**config.mk**
```make
export PLATFORM = sky130hd
export DESIGN_NAME = ls_pattern_gen
export DESIGN_NICKNAME = d
export VERILOG_FILES = /design/src/rtl/ls_pattern_gen_pkg.sv /design/src/rtl/ls_pattern_gen_prbs7_gen.sv /design/src/rtl/ls_pattern_gen.sv
export SDC_FILE = /design/constraint.sdc
export NUM_CORES = 1
export LEC_CHECK = 0
export BUFFER_PORTS_ARGS = -buffer_cell sky130_fd_sc_hd__clkbuf_2
export CAP_MARGIN = 20
export CORE_ASPECT_RATIO = 0.5
export CORE_MARGIN = 2
export CORE_UTILIZATION = 36
export CTS_BUF_LIST = sky130_fd_sc_hd__clkbuf_8
export DETAILED_ROUTE_END_ITERATION = 7
export SYNTH_ARGS = -nofsm -noshare
export SYNTH_HDL_FRONTEND = slang
export SYNTH_HIERARCHICAL = 1
export SYNTH_SLANG_ARGS = --single-unit
```
**constraint.sdc**
```tcl
create_clock -name clk -period 3 [get_ports clk]
set_input_delay 0.15 -clock clk [delete_from_list [all_inputs] [get_ports clk]]
set_output_delay 0.15 -clock clk [all_outputs]
set_load 0.01 [all_outputs]
```
**src/rtl/ls_pattern_gen_pkg.sv**
```systemverilog
// rtl/ls_pattern_gen_pkg.sv - shared state, pattern-select and PRBS7 constants
package ls_pattern_gen_pkg;

  localparam logic [2:0] ST_IDLE  = 3'd0;
  localparam logic [2:0] ST_PRE   = 3'd1;
  localparam logic [2:0] ST_MARK  = 3'd2;
  localparam logic [2:0] ST_PAT   = 3'd3;
  localparam logic [2:0] ST_FLUSH = 3'd4;

  localparam logic [1:0] PAT_CHECKER = 2'b00;
  localparam logic [1:0] PAT_ONES    = 2'b01;
  localparam logic [1:0] PAT_ZEROS   = 2'b10;
  localparam logic [1:0] PAT_PRBS7   = 2'b11;

  // x^7 + x^6 + 1: feedback from the two most significant stages
  localparam logic [6:0] PRBS7_SEED = 7'h7F;
  localparam logic [6:0] PRBS7_TAPS = 7'b110_0000;

  function automatic logic prbs7_feedback(input logic [6:0] state);
    return ^(state & PRBS7_TAPS);
  endfunction

endpackage

```
**src/rtl/ls_pattern_gen_prbs7_gen.sv**
```systemverilog
// rtl/ls_pattern_gen_prbs7_gen.sv - PRBS7 source, output is the MSB before each shift
module prbs7_gen
  import ls_pattern_gen_pkg::*;
(
  input  logic clk,
  input  logic rst_n,
  input  logic enable,
  input  logic load,
  output logic bit_out
);

  logic [6:0] lfsr;

  always_ff @(posedge clk or negedge rst_n) begin
    if (!rst_n) begin
      lfsr <= PRBS7_SEED;
    end else if (load) begin
      lfsr <= PRBS7_SEED;
    end else if (enable) begin
      lfsr <= {lfsr[5:0], prbs7_feedback(lfsr)};
    end
  end

  assign bit_out = lfsr[6];

endmodule

```
**src/rtl/ls_pattern_gen.sv**
```systemverilog
// rtl/ls_pattern_gen.sv - preamble/marker/pattern/flush serial generator with delayed reference
module ls_pattern_gen
  import ls_pattern_gen_pkg::*;
#(
  parameter int PRE_LEN   = 8,
  parameter int FLUSH_LEN = 64,
  parameter int REF_DLY   = 64,
  parameter int LEN_W     = 16
) (
  input  logic             clk,
  input  logic             rst_n,
  input  logic             start,
  input  logic             abort,
  input  logic [1:0]       pat_sel,
  input  logic [LEN_W-1:0] burst_len,
  output logic             din,
  output logic             data_ref,
  output logic             sync,
  output logic             busy,
  output logic             done,
  output logic [LEN_W-1:0] bit_cnt
);

  localparam int PRE_W = $clog2(PRE_LEN + 1);
  localparam int FL_W  = $clog2(FLUSH_LEN + 1);
  localparam int MX_W  = (PRE_W > FL_W) ? PRE_W : FL_W;
  localparam int CNT_W = (LEN_W > MX_W) ? LEN_W : MX_W;

  logic [2:0]       state;
  logic [CNT_W-1:0] cnt;
  logic [1:0]       sel_q;
  logic [LEN_W-1:0] len_q;
  logic             done_pend;
  logic             prbs_bit;
  logic             pat_bit;
  logic             accept;
  logic             kill;
  logic             send_pat;
  logic [REF_DLY-1:0] dly;

  // Outputs trail the state by one register, so busy (not state) gates new starts.
  assign accept   = (state == ST_IDLE) && start && !busy;
  assign kill     = abort && (state != ST_IDLE);
  assign send_pat = (state == ST_PAT) && !kill;

  prbs7_gen u_prbs7 (
    .clk     (clk),
    .rst_n   (rst_n),
    .enable  (send_pat),
    .load    (accept),
    .bit_out (prbs_bit)
  );

  always_comb begin
    pat_bit = 1'b0;
    case (sel_q)
      PAT_CHECKER: pat_bit = ~bit_cnt[0];
      PAT_ONES:    pat_bit = 1'b1;
      PAT_ZEROS:   pat_bit = 1'b0;
      default:     pat_bit = prbs_bit;
    endcase
  end

  always_ff @(posedge clk or negedge rst_n) begin
    if (!rst_n) begin
      state <= ST_IDLE;
      cnt   <= '0;
      sel_q <= PAT_CHECKER;
      len_q <= '0;
    end else if (kill) begin
      state <= ST_IDLE;
      cnt   <= '0;
    end else begin
      case (state)
        ST_IDLE: begin
          if (accept) begin
            state <= ST_PRE;
            cnt   <= CNT_W'(PRE_LEN - 1);
            sel_q <= pat_sel;
            len_q <= burst_len;
          end
        end
        ST_PRE: begin
          if (cnt == '0) state <= ST_MARK;
          else           cnt   <= cnt - CNT_W'(1);
        end
        ST_MARK: begin
          if (len_q == '0) begin
            state <= ST_FLUSH;
            cnt   <= CNT_W'(FLUSH_LEN - 1);
          end else begin
            state <= ST_PAT;
            cnt   <= CNT_W'(len_q) - CNT_W'(1);
          end
        end
        ST_PAT: begin
          if (cnt == '0) begin
            state <= ST_FLUSH;
            cnt   <= CNT_W'(FLUSH_LEN - 1);
          end else begin
            cnt <= cnt - CNT_W'(1);
          end
        end
        ST_FLUSH: begin
          if (cnt == '0) state <= ST_IDLE;
          else           cnt   <= cnt - CNT_W'(1);
        end
        default: state <= ST_IDLE;
      endcase
    end
  end

  always_ff @(posedge clk or negedge rst_n) begin
    if (!rst_n) begin
      din       <= 1'b0;
      sync      <= 1'b0;
      busy      <= 1'b0;
      done_pend <= 1'b0;
      done      <= 1'b0;
      bit_cnt   <= '0;
    end else begin
      din       <= !kill && ((state == ST_MARK) || ((state == ST_PAT) && pat_bit));
      sync      <= !kill && (state == ST_MARK);
      busy      <= !kill && (state != ST_IDLE);
      done_pend <= !kill && (state == ST_FLUSH) && (cnt == '0);
      done      <= done_pend;
      if (accept)
        bit_cnt <= '0;
      else if (send_pat && (bit_cnt != '1))
        bit_cnt <= bit_cnt + LEN_W'(1);
    end
  end

  // Free-running so bits already sent keep draining after an abort.
  generate
    if (REF_DLY == 1) begin : g_dly_one
      always_ff @(posedge clk or negedge rst_n) begin
        if (!rst_n) dly <= '0;
        else        dly <= din;
      end
    end else begin : g_dly_multi
      always_ff @(posedge clk or negedge rst_n) begin
        if (!rst_n) dly <= '0;
        else        dly <= {dly[REF_DLY-2:0], din};
      end
    end
  endgenerate

  assign data_ref = dly[REF_DLY-1];

endmodule

```
# Word level (Yosys, flattened, before mapping)
# Cells that the tools add are included.
# word_totals
out_inout_bits	21
elab_cells	74
in_bits	22
regBits	129
# classes
n_eq_ne	12
n_reduce_logical	27
n_bitwise	2
muxes	18
add_sub_neg	3
# ops
op	count
$mux 16	7
$pmux 16 s4	1
$logic_not 16->1	2
$sub 16x1->16 const B	2
$mux 3	6
$add 16x1->16 const B	1
$ne 16x16->1 const B	1
$ne 3x3->1 const B	5
$pmux 3 s5	1
$mux 7	2
$logic_and 1x1->1	11
$reduce_xor 7->1	1
$eq 3x2->1 const B	2
$reduce_and 3->1	2
$reduce_bool 5->1	1
$reduce_and 4->1	1
$reduce_bool 2->1	2
$eq 3x1->1 const B	1
$eq 3x3->1 const B	1
$logic_not 3->1	1
$pmux 1 s3	1
$reduce_bool 3->1	1
$eq 2x1->1 const B	1
$eq 2x2->1 const B	1
other kinds (5)	7

# Longest topological paths before layout
# depth
word_depth	7
depth_mapped	10
ltp_nobuf	8

# Hierarchy
# The synthesis kept the hierarchy.
# modules_own_cells
module	seq_area_each_um2	cells_per_inst	n_inst	area_per_inst_um2
ls_pattern_gen	3052.9	443	1	4998.5
prbs7_gen	183.9	24	1	301.5

# Least setup slack after synthesis
# No wires, ideal clock.
# synth_path
path_type	reg2reg
from	register len_q[0]
to	register cnt[14]
required_time_ns	2.924
setup_time_ns	0.076
stages_incl_launch_ff	10
synth_period_minus_slack_ns	2.236
arrival_time_ns	2.160
path_slack_ns	0.764
path_cell_list	dfrtp_1 inv_1 ha_1 or4b_4 or2_1 buf_6 or3_1 mux2i_1 o21a_1 o21ai_1
# synth_via
elab_chain_cells	4
# synth_rtl
item	line_no	source
start, declared	ls_pattern_gen.sv:32	logic [LEN_W-1:0] len_q;
start signal, assigned	ls_pattern_gen.sv:80	len_q <= burst_len;
$sub 16x1->16 / $logic_not 16->1 (equally long branches)	ls_pattern_gen.sv:93, ls_pattern_gen.sv:88	
$mux 16 (*)	ls_pattern_gen.sv:88	if (len_q == '0) begin
$pmux 16 s4 (*)	ls_pattern_gen.sv:74	case (state)
$mux 16 (*)	ls_pattern_gen.sv:70	end else if (kill) begin
end signal, assigned	ls_pattern_gen.sv:78	cnt <= CNT_W'(PRE_LEN - 1);
end signal, assigned	ls_pattern_gen.sv:90	cnt <= CNT_W'(FLUSH_LEN - 1);
end signal, assigned	ls_pattern_gen.sv:93	cnt <= CNT_W'(len_q) - CNT_W'(1);
end, declared	ls_pattern_gen.sv:30	logic [CNT_W-1:0] cnt;
# Mark *: on every way between the ends. The rest lies on a longest branch, timed or not.
# A chain may end at the register's enable or synchronous reset.

# Final worst setup path
# layout_path
from	register cnt[0]
to	register cnt[14]
# layout_via
elab_chain_cells	4
# layout_rtl
item	line_no	source
start signal, assigned	ls_pattern_gen.sv:78	
start signal, assigned	ls_pattern_gen.sv:85	else cnt <= cnt - CNT_W'(1);
start signal, assigned	ls_pattern_gen.sv:90	
$sub 16x1->16 / $logic_not 16->1 (equally long branches)	n/a	
$mux 16 (on tied branches)	ls_pattern_gen.sv:84, ls_pattern_gen.sv:105, ls_pattern_gen.sv:97	
$pmux 16 s4	ls_pattern_gen.sv:74	
$mux 16	ls_pattern_gen.sv:70	
# Parallel ways exist; a longest one is shown, timed or not. The select of a mux whose other input is x is not followed.

==> run summary <==
=====================================================================================
Final Cell Area                                                              6390 um2
Fraction of the cycle the final worst path needs                               85.26%
DP Wirelength                                                                 7115 um
Post-Synthesis Cell Area                                                     5300 um2
Leakage component of the power                                               2.944 nW
Wire length of the first global-routing pass                                 19400 um
Via-per-instance ratio                                                          4.997
Buffer depth of the longest clock path                                              2
Post-CTS repair timing setup buffer count                                           0
CTS sink count                                                                    129
Total number of yosys warnings                                                      6
Top achievable clock speed                                                 0.3910 GHz
Terminating pin of the worst hold path                                           busy
Remaining global-route overflow                                                     0
Total DRC errors in the routed layout                                               0
Share of Yosys cell area claimed by the top area cell type                     57.60%
Period minus WS final                                                        2.558 ns
Routability congestion estimate from global placement                          0.8938
Power density of the placed cells                                        947.0 nW/um2
Cells on worst reg2reg path                                                         9
Required time of the critical path                                            3.35 ns
Register area                                                                3237 um2
Post-route antenna net violation count                                              0
Final worst clock skew                                                     0.01083 ns
Floorplan die height                                                         89.80 um
Number of rows in the core area                                                    31
Crit-path max FO                                                                   15
Root Driver                                                                  clkbuf_8
Number of maximum-capacitance violations                                            0
Synth Flop Type                                                               dfrtp_1
Cell type with the largest total area after synthesis                         dfrtp_1
Clock-pin slew of the registers on the worst-case setup and hold paths        0.08 ns
Number of pins with negative max-slew slack in the final report                     0
Count of H-tree levels built during CTS                                             4
Total track usage                                                              15.50%
Net total in the final layout                                                     563
Number of setup violations in the final report                                      0
Post-synth cell types                                                              56
RSZ-0062 raised after global routing                                            false
Cell area after placement                                                    5764 um2
Sequential cell area fraction in the yosys report                              61.07%
Critical path start-end classification                                     reg -> reg
Filler cell count                                                                1385
Post-synth EDFFs                                                                    0
Net count after synthesis                                                         492
Async S/R FF share, synth                                                      100.0%
Area used by multi-input combinational logic                                 1923 um2
Vias after detailed routing                                                      3743
PnR worst setup slack                                                       0.4422 ns
CP Data Arrival Time                                                          2.91 ns
Drt initial violations                                                            323
Element type at the critical path end                                       flip-flop
Effective utilization at floorplan                                             36.73%
Beginning of the worst register-to-register path                               cnt[0]
CTS resizes                                                                         0
Post-detailed-routing wire length                                            11070 um
Maximum number of pins on one net before global-route repair                       57
Most common cell after layout, fill and taps aside                            dfrtp_1
Worst R2R End                                                                 cnt[14]
Final hold violation count                                                          0
Outcome                                                                     completed
Detail-routed net length per standard cell                                   14.78 um
Number of buffers added on ports                                                   42
Cells after Synth                                                                 467
Die area                                                                    15770 um2
Drt first pass iters                                                                5
Place WS                                                                    0.5116 ns
Fin cells                                                                         749
Placed cell count                                                                 698
Die boundary width                                                           175.6 um
CTS buffer count                                                                   17
Number of global-route vias before repair                                        3834
Post-synthesis to final-layout area growth                                     20.56%
Core Region                                                                 14430 um2
Worst hold path class                                                       in -> reg
Synth top area cells                                                     dfrtp_1 (58%), dfstp_2 (3.5%), nor2_1 (3.5%)
Clock tree from TritonCTS                                                         yes
Slew headroom                                                                  55.03%
Worst Hold Slack                                                            0.1452 ns
Type of origin of the critical path                                         flip-flop
Largest voltage drop on the vdd net                                          353.2 uV
Setup TNS after final layout                                                     0 ns
Total I/O pin count                                                                43
Antenna violations before repair                                                    0
Share of layout cells above drive strength 1                                   21.60%
Least-Margin Pin Slew                                                       0.6721 ns
Min-delay src                                                                   abort
Number of inserted diodes                                                           0
Clock latency of the later-clocked register in the worst-skew pair            0.43 ns
Average cell area after synthesis                                           11.35 um2
Leading cell types in the layout, fill and taps excluded                 dfrtp_1 (122), nor2_1 (49), clkbuf_2 (41)
Worst reg2reg setup slack                                                     0.44 ns
Worst hold stages                                                                   2
FF+latch count, synth                                                             129
=====================================================================================
==> per-stage QoR <==
| stage | total power (W) | util, % |
|---|---|---|
| 2_1_floorplan | 0.003838 | - |
| 6_report | 0.006051 | 44.29 |
| 5_1_grt | 0.006467 | 44.29 |
| 3_3_place_gp | 0.004389 | 39.95 |
| 4_1_cts | 0.006092 | 44.29 |
| 3_5_place_dp | 0.004398 | 39.95 |
==> timing repair <==
action / in CTS / in global routing
hold endpoints to repair: 57 / 0
hold buffers: 19 / 0
endpoints found under the setup margin: 0 / 0
==> sequential cells by signal, indices dropped and copies added, names as in the netlist, 2 cells and up <==
signal and count:
bit_cnt 16, cnt 16, dly 64, len_q 16, sel_q 2, state 3
u_prbs7/lfsr 7
==> layer usage <==
metal | share of wire (%) | up-vias | global-route usage (%)
li1 | - | 1782 | -
met1 | 48 | 1829 | 21.47
met2 | 45 | 112 | 22.97
met3 | 5.1 | 20 | 5.076
met4 | 1.6 | 0 | 5.234
met5 | 0 | - | 0
==> worst max-delay path by stage <==
stage | startpoint | endpoint | slack (ns) | cells past startpoint
2_1_floorplan | len_q[0] | cnt[14] | 0.76 | 9
3_3_place_gp | cnt[0] | cnt[8] | 0.65 | 9
3_5_place_dp | cnt[0] | cnt[14] | 0.51 | 9
4_1_cts | cnt[0] | cnt[14] | 0.49 | 9
5_1_grt | cnt[0] | cnt[8] | 0.22 | 9
6_report | cnt[0] | cnt[14] | 0.44 | 9
==> Yosys cell counts, types with 3 or more instances <==
cell type	number
buf_2	5
mux2i_1	10
nor4_1	3
o21ai_0	34
or3_1	6
nand2_1	35
xor2_1	14
nand4_1	4
clkbuf_1	9
inv_1	14
nor2b_1	4
xnor2_1	11
a21oi_1	21
nor2_1	49
nor3_1	13
o211ai_1	5
buf_6	3
dfrtp_1	122
or2_2	3
mux2_2	15
o21ai_1	5
nand2b_1	4
and3_1	4
a31oi_1	8
ha_1	3
dfstp_2	7
nand3_1	13
or4_1	7
==> logic make-up (layout without fill, tap and decap cells) <==
| family | count (synthesis) | after routing | synth area share (%) |
|---|---|---|---|
| compound gates | 94 | 94 | 10.88 |
| xor+xnor | 25 | 25 | 4.131 |
| fa+ha+maj | 3 | 3 | 0.7083 |
| buf+inv | 34 | 118 | 3.021 |
| flops | 129 | 129 | 61.07 |
| mux | 25 | 25 | 5.076 |
| simple gates | 157 | 157 | 15.11 |
==> cell type report <==
cell class	count	share of cell area (%)
Clock buffer	18	3.877
Clock inverter	14	2.937
Inverter	15	0.8811
Multi-Input combinational cell	304	30.10
Sequential cell	129	50.66
Tap cell	198	3.877
Timing Repair Buffer	71	7.676
==> critical path: stages, from the launching register on <==
cell and delay [ns]:
dfrtp_1 0.44, inv_1 0.08, ha_1 0.24, nor4b_2 0.35, nor2b_1 0.18, buf_4 0.16
nand2_1 0.12, o31ai_4 0.59, o21ai_0 0.22, o21ai_1 0.11
==> power by group <==
| part | switching [W] | internal [W] | leakage [nW] |
|---|---|---|---|
| clock network | 0.000752 | 0.000875 | 0.224 |
| logic | 0.00111 | 0.000795 | 1.00 |
| registers | 0.000384 | 0.00213 | 1.72 |
Note: power is estimated with default switching activity, not from simulation.
